<file path="config.mk">
export PLATFORM = sky130hd
export DESIGN_NAME = program_loader
export DESIGN_NICKNAME = d
export VERILOG_FILES = /design/src/rtl/program_loader.sv
export SDC_FILE = /design/constraint.sdc
export NUM_CORES = 1
export LEC_CHECK = 0
export CAP_MARGIN = 0
export CORE_UTILIZATION = 40
export CTS_BUF_LIST = sky130_fd_sc_hd__clkbuf_4
export DETAILED_ROUTE_END_ITERATION = 8
export GPL_ROUTABILITY_DRIVEN = 0
export GPL_TIMING_DRIVEN = 1
export PLACE_DENSITY = 0.65
export SLEW_MARGIN = 40
export SYNTH_ARGS = -nofsm -noshare
export SYNTH_HDL_FRONTEND = slang
export SYNTH_SLANG_ARGS = --single-unit
</file>
<file path="constraint.sdc">
create_clock -name clock -period 2.4 [get_ports clock]
set_input_delay 0.72 -clock clock [delete_from_list [all_inputs] [get_ports clock]]
set_output_delay 0.72 -clock clock [all_outputs]
set_load 0.02 [all_outputs]
</file>
<file path="src/rtl/program_loader.sv">
// program_loader: boot loader that writes a framed byte-stream image into instruction memory and holds the CPU in reset until a checksum-valid load.
// Frame: HEADER_BYTE, LEN (0 means 256 words), LEN words sent high byte first, then CSUM.
// CSUM is the XOR of all payload bytes.
// Ports: clock/reset (async, active-high); rx_data/rx_valid/rx_ready byte input (never stalls);
//   imem_we/imem_addr/imem_wdata one-cycle memory write; cpu_reset/load_done/load_error status;
//   words_loaded counts the writes made in the current or last frame.
// Optional: define LOADER_TIMEOUT_EN to abort a frame into the error state after
//   TIMEOUT_CYCLES idle cycles between bytes.
module program_loader #(
  parameter logic [7:0] HEADER_BYTE = 8'hA5
`ifdef LOADER_TIMEOUT_EN
  , parameter int TIMEOUT_CYCLES = 1000
`endif
) (
  input  logic        clock,
  input  logic        reset,
  input  logic [7:0]  rx_data,
  input  logic        rx_valid,
  output logic        rx_ready,
  output logic        imem_we,
  output logic [7:0]  imem_addr,
  output logic [15:0] imem_wdata,
  output logic        cpu_reset,
  output logic        load_done,
  output logic        load_error,
  output logic [8:0]  words_loaded
);
  typedef enum logic [2:0] {IDLE, LEN, HI, LO, CSUM, DONE, ERR} state_t;
  state_t state, state_d;
  logic [8:0] n_words;
  logic [7:0] hi_byte, csum;
  logic acc, hdr, last;
  assign rx_ready = 1'b1;
  assign acc = rx_valid & rx_ready;
  assign hdr = acc && rx_data == HEADER_BYTE;
  // words_loaded already includes every earlier word, so this LO byte completes word words_loaded+1
  assign last = words_loaded + 9'd1 == n_words;
  assign cpu_reset = state != DONE;
  assign load_done = state == DONE;
  assign load_error = state == ERR;
`ifdef LOADER_TIMEOUT_EN
  localparam int TW = $clog2(TIMEOUT_CYCLES + 1);
  logic [TW-1:0] idle_cnt;
  logic active, tmo;
  assign active = state inside {LEN, HI, LO, CSUM};
  assign tmo = active && !acc && idle_cnt == TW'(TIMEOUT_CYCLES - 1);
  always_ff @(posedge clock or posedge reset)
    if (reset) idle_cnt <= '0;
    else idle_cnt <= (acc || !active) ? '0 : idle_cnt + 1'b1;
`endif
  always_ff @(posedge clock or posedge reset)
    if (reset) state <= IDLE;
    else state <= state_d;
  always_comb begin
    state_d = state;
    case (state)
      IDLE, DONE, ERR: state_d = hdr ? LEN : state;
      LEN:             state_d = acc ? HI : LEN;
      HI:              state_d = acc ? LO : HI;
      LO:              state_d = acc ? (last ? CSUM : HI) : LO;
      CSUM:            state_d = acc ? (rx_data == csum ? DONE : ERR) : CSUM;
      default:         state_d = IDLE;
    endcase
`ifdef LOADER_TIMEOUT_EN
    if (tmo) state_d = ERR;
`endif
  end
  always_ff @(posedge clock or posedge reset)
    if (reset) begin
      imem_we      <= 1'b0;
      imem_addr    <= '0;
      imem_wdata   <= '0;
      words_loaded <= '0;
      n_words      <= '0;
      hi_byte      <= '0;
      csum         <= '0;
    end else begin
      imem_we <= acc && state == LO;
      if (acc && state == LEN) begin
        n_words      <= rx_data == 8'd0 ? 9'd256 : {1'b0, rx_data};
        imem_addr    <= '0;
        csum         <= '0;
        words_loaded <= '0;
      end
      if (acc && state == HI) begin
        hi_byte <= rx_data;
        csum    <= csum ^ rx_data;
      end
      if (acc && state == LO) begin
        imem_wdata <= {hi_byte, rx_data};
        csum       <= csum ^ rx_data;
      end
      // address advances after each write and parks at 8'hFF so word 256 lands there
      if (imem_we) begin
        words_loaded <= words_loaded + 9'd1;
        imem_addr    <= imem_addr == 8'hFF ? imem_addr : imem_addr + 8'd1;
      end
    end
endmodule
</file>
; ---- Yosys cells after proc, flatten, opt, wreduce, memory -nomap -nowiden
; Cells that the tools add are included.
[classes]
magnitude_cmp = 0
n_bitwise = 1
add_sub_neg = 2
n_eq_ne = 13
n_div = 0
n_mul = 0
n_mux = 16
n_reduce_logical = 10
shift = 0
[op_table]
columns = operator, count
row1 = two-way mux 8 bit, 5
row2 = two-way mux 9 bit, 3
row3 = "equality test 8 bit, second input constant", 2
row4 = case mux 3 bit (5 select lines), 1
row5 = "adder 9 x 1 -> 9 bit, second input constant", 1
row6 = "equality test 3 bit, second input constant", 3
row7 = equality test 9 bit, 1
row8 = two-way mux 3 bit, 3
row9 = "adder 8 x 1 -> 8 bit, second input constant", 1
row10 = equality test 8 bit, 1
row11 = zero test 8 bit, 1
row12 = XOR 8 bit, 1
row13 = "equality test 3 x 2 -> 1 bit, second input constant", 2
row14 = two-way mux 2 bit, 3
row15 = logical AND 1 bit, 4
row16 = "!= test 2 bit, second input constant", 2
row17 = "equality test 3 x 1 -> 1 bit, second input constant", 1
row18 = zero test 3 bit, 1
row19 = "!= test 3 bit, second input constant", 1
row20 = nonzero test 3 bit, 1
row21 = OR reduction 3 bit, 1
row22 = AND reduction 2 bit, 1
row23 = nonzero test 2 bit, 1
row24 = two-way mux 1 bit, 1
[totals]
mem_bits_rw = 0
rom_bits = 0
n_memories = 0
latch_bits = 0
register_bits = 62
word_cells = 50

; ---- Longest topological paths before layout
; Gate-level depths: netlist of the first run.
[logic_depth]
ltp_word = 5
mapped_depth = 7

; ---- Least setup slack after synthesis of the first run
; OpenSTA, ideal clock, no wires.
[synth_path]
path_type = flip-flop to flip-flop
from = register words_loaded[0]
to = register state[2]
stages_incl_launch_ff = 8
path_slack_ps = 207
n_path_buf = 1
arrival_time_ps = 2117
period_less_slack_ps = 2193
path_cell_list = dfrtp_1 -> ha_1 -> and3_1 -> buf_6 -> a31oi_1 -> or4_4 -> or4_1 -> o21ai_1
[synth_between]
elab_chain_len = 5
[synth_lines]
columns = item, line
row1 = from (decl), 26  ; output logic [8:0] words_loaded
row2 = from (signal assigned), 95  ; words_loaded <= words_loaded + 9'd1;
row3 = adder 9 x 1 -> 9 bit, 37  ; assign last = words_loaded + 9'd1 == n_words;
row4 = equality test 9 bit, 37
row5 = two-way mux 3 bit (2 in series), 60  ; LO: state_d = acc ? (last ? CSUM : HI) : LO;
row6 = case mux 3 bit (5 select lines), 56  ; case (state)
row7 = to (signal assigned), 53  ; else state <= state_d;
row8 = to (decl), 29  ; state_t state, state_d;
; Every way passes these cells.
; A chain may end at the register's enable or synchronous reset.

; ---- Worst setup path after layout of the first run
[layout_path]
from = register words_loaded[4]
to = output port words_loaded[4]
; No word-level cell between the ends.

==> run summary, run 1 <==
The run finished with clean final reports. During placement, the flow inserted port buffers numbering 47. The count of filler cells inserted in the layout was 663. The logs give 42.0% for the initial core utilization and 128 for the number of DRC markers in iteration 0. Across the VDD grid, the largest voltage drop is 0.000660 V. The overall die width came out at 89.7 um. The clock buffer count from CTS is 9, and the vertical die dimension is 89.7 um. By count the netlist is led by dfrtp_1, nand2_1, o21ai_0.

Entering global routing, the biggest net connects 63 pins. Across all hold checks on the routed design, the worst slack comes to 0.502 ns. The worst path in the final design needs a cycle of 2.24 ns, including I/O delays and setup. The cell class contributing the biggest share of worst-path delay is buffers and inverters. The first global-routing pass estimated 11.2 mm of wire. The logs give 3960 um2 for the finished layout cell area and 4 for the detailed-routing iteration count for the pre-antenna-repair pass. The number of nets in the synthesized netlist is 320.

The average routed wire per standard cell is 13.9 um. In this run the core area contains 31 standard-cell rows. Initial antenna violation count: 0. The critical path goes through clkdlybuf4s50_1. Relative to the synthesized area, the layout overhead comes to 28.6%. The HPWL after detailed placement is 4.60 mm. For this design the top-level I/O count stands at 49.

Clock-pin slew was measured on the worst setup and hold paths at 0.12 ns. Yosys mapped a number of flops with a built-in enable equal to 0. Counting flops and latches in the post-synthesis netlist gives 62. The placed standard-cell area came out at 3790 um2.

Dividing total power by cell area gives a power density of 1140 nW/um2. The run gives 385 as the count of nets after finishing. Max-cap violations in this run came to 0. The logs give 0.00178 uW for the leakage power and 0 for the number of slew-limit violations in the final report.

Post-detailed-route DRC marker count: 0. The delay contributed by the slowest stage of the critical path was 0.64 ns; the full die area was 8050 um2. The total number of vias came out at 2462. Dividing the final minimum period by the clock period gives 93.3%.

Based on the critical path, the design can be clocked at up to 447 MHz. The run gives 17.5% as the global routing usage summed across all routing layers. The logs give 1.68 ns for the data required time at the worst endpoint and 2359 for the via count of the first global-routing pass. The H-tree was split into 3 levels. Ranked by total cell area, the synthesized netlist is headed by dfrtp_1, nand2_1, xor2_1.

The number of setup violations in the final report is 0. The type of element launching the critical path was a flip-flop. In this run the worst path has a maximum fanout of 6. The slowest stage of the critical path is the clkdlybuf4s50_1 cell. The repair_antennas step left the layout with diodes totalling 0.

The logs give 63.1% for the remaining max-slew budget at the tightest pin and 7330 um2 for the area of the core. After clock tree synthesis, the flow added hold-fix buffers numbering 0. The clock latency on the worst-skew pair is 0.41 ns. STA classifies the critical path endpoint as an output pin. The most used flip-flop cell after synthesis is dfrtp_1. The post-synthesis cell type count is 43, and the area share of the largest cell type after synthesis is 50.4%. The synthesized netlist occupies a cell area of 3080 um2. Clock skew on the completed layout was measured at 0.0156 ns. Counting along the longest clock path gives a buffer depth of 2.

The share of cells above drive strength 1 came out at 16.7%. TritonCTS built the clock tree. The tools report the gate count after technology mapping as 307. For the hold violation count in the final report, the log shows 0. In the routed layout, each cell is associated on average with a via count of 5.17.

During synthesis, Yosys emitted a total of 0 warnings. Once detail routing completed, the nets flagged for antenna violations numbered 0. At the pin with the least slew margin, the transition time is 0.552 ns. Each instance of the synthesized netlist takes up on average 10.0 um2. In the synthesized netlist the async set-or-reset flop fraction comes to 100%.

Setup repair after global routing left no endpoint under its margin. Wires add up to 6.61 mm. dfrtp_1 takes more of the synthesized area than any other cell. The number of post-CTS setup repair buffers is 0, and the sequential fraction of the synthesis area is 50.4%. dfrtp_1 is the most common cell in the netlist. STA puts the critical path data arrival time at 1.52 ns. The cell sitting at the root of the clock tree is a clkbuf_4.

The run gives 62 as the number of clock sinks. The classification of the worst setup path was reg -> out. The remaining global-route overflow came out at 0. The combined buffer and inverter count along the critical path was 1. The kind of path behind the tightest hold check is reg -> reg.
[metal layers]
| layer | global-route usage, % | wire length, um | part of all wire [%] | vias to the layer above |
|---|---|---|---|---|
| li1 | - | - | - | 1190 |
| met1 | 22.3 | 3060 | 46 | 1198 |
| met5 | 0 | 0 | 0 | - |
| met4 | 4.10 | 74 | 1.1 | 0 |
| met2 | 28.7 | 3130 | 47 | 64 |
| met3 | 6.09 | 342 | 5.2 | 10 |
[registers in the layout (all words and copies together), names as in the netlist]
signal	cells
state	3
imem_we	1
imem_wdata	16
csum	8
imem_addr	8
n_words	9
hi_byte	8
words_loaded	9
[power by group]
group	switching, uW	internal (uW)	total, uW	leakage, uW
Sequential	320	1450	1770	0.000786
Clock	409	443	852	0.0000912
Combinational	929	958	1890	0.000905
[final timing paths]
kind	from	endpoint	slack, ns	cells past startpoint
max	words_loaded[4]	words_loaded[4]	0.16	1
max in group asynchronous	reset	n_words[5]	1.44	3
min	hi_byte[0]	imem_wdata[8]	0.50	1
min in group asynchronous	reset	csum[6]	0.69	3
min reg2reg	hi_byte[0]	imem_wdata[8]	0.50	1
max reg2reg	words_loaded[0]	state[2]	0.22	6
[cells by family after synthesis]
family	after synthesis	share of synthesized area [%]
AOI/OAI and AO/OA	39	7.56
muxes	28	10.1
adders and majority gates	3	1.14
other	1	0.122
buffers and inverters	25	4.19
xor gates and xnor gates	30	8.54
DFF	62	50.4
and+or+nand+nor	119	18.0
[area by class of cell]
class	instances	area, um2	share of cell area, %
clock inverters	6	95.1	2.40
well taps	99	124	3.13
multi-input cells	220	1400	35.3
repair buffers	74	694	17.5
flip-flops and latches	62	1550	39.3
clock buffers	10	75.1	1.90
inverters	5	18.8	0.474
[placed cells by master (no fill, tap or decap), types with 2 or more instances in the layout]
cell,instances
buf_12,2
clkdlybuf4s50_1,44
nor3_1,3
nand4_1,10
ha_1,2
dlygate4sd2_1,3
xor2_1,20
bufinv_16,2
mux2_1,9
buf_4,25
nand3_1,9
o211ai_1,2
dfrtp_2,2
nor2b_1,2
and2_1,2
mux2i_1,4
a31oi_1,3
clkbuf_4,10
a21oi_1,3
inv_1,4
nor2_1,19
clkinv_4,3
mux2_2,15
dfrtp_1,60
and3_1,6
o21ai_0,22
xnor2_1,10
nor4_1,4
nand2_1,58
[through the flow]
| stage | TNS, ns | worst slack, ns | total power [uW] | utilization (%) | std cells |
|---|---|---|---|---|---|
| after global routing | 0 | 0.0341 | 4830 | 54.0 | 476 |
| final | 0 | 0.161 | 4510 | 54.0 | 476 |
| after detailed placement | -0.00690 | -0.00690 | 3690 | 51.7 | 460 |
| after CTS | 0 | 0.0433 | 4570 | 54.0 | 476 |
| after floorplan | 0 | 0.139 | 2940 | - | 307 |
| after global placement | -0.00877 | -0.00877 | 3650 | 51.7 | 460 |
[repair_timing]
action | 4_1_cts | 5_1_grt
endpoints found under the setup margin | 3 | 2
gates resized for setup | 3 | 2
hold endpoints to repair | 0 | 0
(Power assumes the default switching activity.)
==> inputs of run 2 (changes only) <==
- CORE_UTILIZATION: 40 -> 50
- PLACE_DENSITY: 0.65 -> 0.78
==> run summary, run 2 (synthesis results as in run 1) <==
The slowest library cell on the worst path is clkdlybuf4s50_1. STA classifies the critical path startpoint as a flip-flop. Initial antenna violation count: 0.

The H-tree depth is 3, and the portion of the clock cycle consumed by the worst path in the final layout is 96.9%. The die is 80.5 um wide. Clock skew on the completed layout was measured at 0.0132 ns. The run gives 0 as the number of setup violations in the final report. In this run the critical register-to-register path is launched from words_loaded[0]. Clock latency on the worst-skew pair: 0.41 ns.

Across all hold checks on the routed design, the worst slack comes to 0.498 ns. Per report_power, the clock group accounts for 16.1% of the total. TritonCTS built the clock tree. The run gives 52.0% as the initial core utilization. The number of cells on the worst hold path is 1, and the area of the multi-input gates is 1400 um2. Combined buffer and inverter count along the critical path: 1.

Dividing the detail-routed via count by the number of cells gives 5.45. The cell sitting at the root of the clock tree is a clkbuf_4. Flip-flop count of the largest register after layout: 16.

For the total negative slack, the log shows 0 ns. The share of total power dissipated in combinational logic is 42.5%. The number of slew-limit violations in the final report was 0.

The cell class contributing the biggest share of worst-path delay was buffers and inverters. The run gives 27 as the maximum number of pins on one net before global-route repair. For the remaining global-route overflow, the log shows 0. The largest registers in the layout are imem_wdata (16), n_words (9), words_loaded (9). The analysis attributes to cell leakage a power of 0.00175 uW. The commonest non-fill, non-tap cell in the layout was dfrtp_1. The area taken by flip-flops and latches was 1560 um2; the placement row count was 28. Delay contributed by the slowest stage of the critical path: 0.67 ns. After detailed routing, the average wire length per cell comes to 14.3 um. CTS saw 62 sinks. The first global-routing pass estimated 10.8 mm of wire. The launch point of the critical path was words_loaded[3]. Setup slack on the worst reg-to-reg path comes out at 0.22 ns.

The relative area change from synthesis to final layout is 26.1%. At the worst endpoint, the arrival time is 1.60 ns. The library cells used most frequently in the layout, excluding fill and tap cells, are dfrtp_1, nand2_1, clkdlybuf4s50_1, o21ai_0, xor2_1. The signal on the critical path passes through clkdlybuf4s50_1. The tools report the full die area as 6470 um2. Headroom to the max-slew limit came out at 61.0%.

The worst hold path belongs to the class reg -> reg. The analysis attributes to net switching a power of 1640 uW. Port buffering added 47 buffers. The routed design has 6.39 mm of wire. The register containing the most flip-flops in the final layout was imem_wdata. After floorplanning, the core was sized to cover 5920 um2.

Startpoint of the tightest hold check path: imem_wdata[7]. The final layout contains 380 nets. The wire-length estimate of the detail-placed layout is 4.53 mm. Summing over every cut layer, the via total after detailed routing is 2438. For this run, the top clock speed supported by timing is 430 MHz. For this run, the detailed router's first-pass iteration total came to 4.

Counting the fill cells in the layout gives 503. The hold violation count in the final report came out at 0. Endpoint type of the worst setup path: an output pin. Buffers inserted during clock tree synthesis total 9. Classification of the worst setup path: reg -> out. For the number of placed instances, taps included, the log shows 430.

The terminus of the critical flop-to-flop path was state[2]. VDD sags by at most 0.000757 V. STA puts the critical path data required time at 1.68 ns.

The maximum fanout along the worst path is 9. Cells with a size suffix above 1 make up 15.6% of the layout. For this run, the total global-route usage over all layers was measured as 22.2%.

The logs give 0 for the total inserted antenna cells and 0 for the number of hold buffers added after CTS. The smallest clock period supported by the final layout is computed as 2.32 ns. For the number of max-capacitance violations reported, the log shows 0. The share of total power dissipated in sequential elements is 41.5%.

Of the total power, the share spent switching nets is 37.8%. The remaining number of nets flagged by the antenna check after routing was 0. Setup repair after global routing left no endpoint under its margin.

During I/O placement, the number of pins put on the boundary was 49. The run finished with clean final reports. The run gives 2710 uW as the internal power consumption. The worst-case hold path end point is imem_wdata[7]. The worst register-to-register path has a depth of 6. The clock-pin slew reported for the worst setup and hold paths after clock tree synthesis came out at 0.10 ns. The die is 80.5 um tall. The post-detailed-route DRC marker count was 0; the non-filler instance count after layout was 447. For the pin with the worst max-slew slack, the measured transition is 0.582 ns.

The power density over cell area is 1120 nW/um2. The tools report the via count of the first global-routing pass as 2300. Measured on the finished design, the core utilization comes to 65.5%. The run gives 186 as the number of DRC markers in iteration 0. The maximum buffer depth of the clock tree is 2.
run 2: repair_timing:
item | CTS | global route
buffers inserted | 1 | 0
setup endpoints to repair | 3 | 2
gates cloned | 0 | 0
gates resized for setup | 4 | 2
run 2: power groups by stage:
| stage | combinational (uW) | sequential, uW | clock (uW) |
|---|---|---|---|
| 6_report | 1850 | 1800 | 698 |
| 4_1_cts | 1860 | 1800 | 717 |
| 3_3_place_gp | 1800 | 1810 | 0 |
| 5_1_grt | 2020 | 1870 | 754 |
| 3_5_place_dp | 1850 | 1820 | 0 |
| 2_1_floorplan | 992 | 1950 | 0 |
run 2: how the worst max path moves through the flow:
stage / end / slack (ns) / depth (start not counted)
floorplan: csum[0] / 0.14 / 1
global placement: state[2] / 0.04 / 5
detailed placement: state[2] / 0.009 / 5
CTS: words_loaded[4] / 0.0008 / 1
global route: words_loaded[3] / 0.01 / 1
finish: words_loaded[3] / 0.08 / 1
run 2: metrics by stage:
stage | total power, uW | area (um2) | setup WS, ns
after detailed placement | 3660 | 3740 | 0.00940
final | 4350 | 3880 | 0.0756
after global routing | 4650 | 3880 | 0.0124
after global placement | 3610 | 3740 | 0.0351
after CTS | 4380 | 3880 | 0.000843
after floorplan | 2940 | 3080 | 0.139
run 2: area by class of cell:
class / count / area share, %
multi-input cells: 220 / 36.0
clock buffers: 9 / 1.74
repair buffers: 69 / 17.6
clock inverters: 7 / 1.68
inverters: 5 / 0.484
flip-flops and latches: 62 / 40.1
well taps: 75 / 2.42
run 2: layer usage:
layer	global-route usage, %	routed length [um]	vias up
li1	-	-	1185
met1	29.5	2960	1170
met2	35.3	2990	70
met3	3.52	303	13
met4	10.5	138	0
met5	0	0	-
==> inputs of run 3 (changes only) <==
- GPL_TIMING_DRIVEN: 1 -> unset
==> results of run 3 <==
Same layout as run 2: the final DEF is identical, and so are final timing and power.
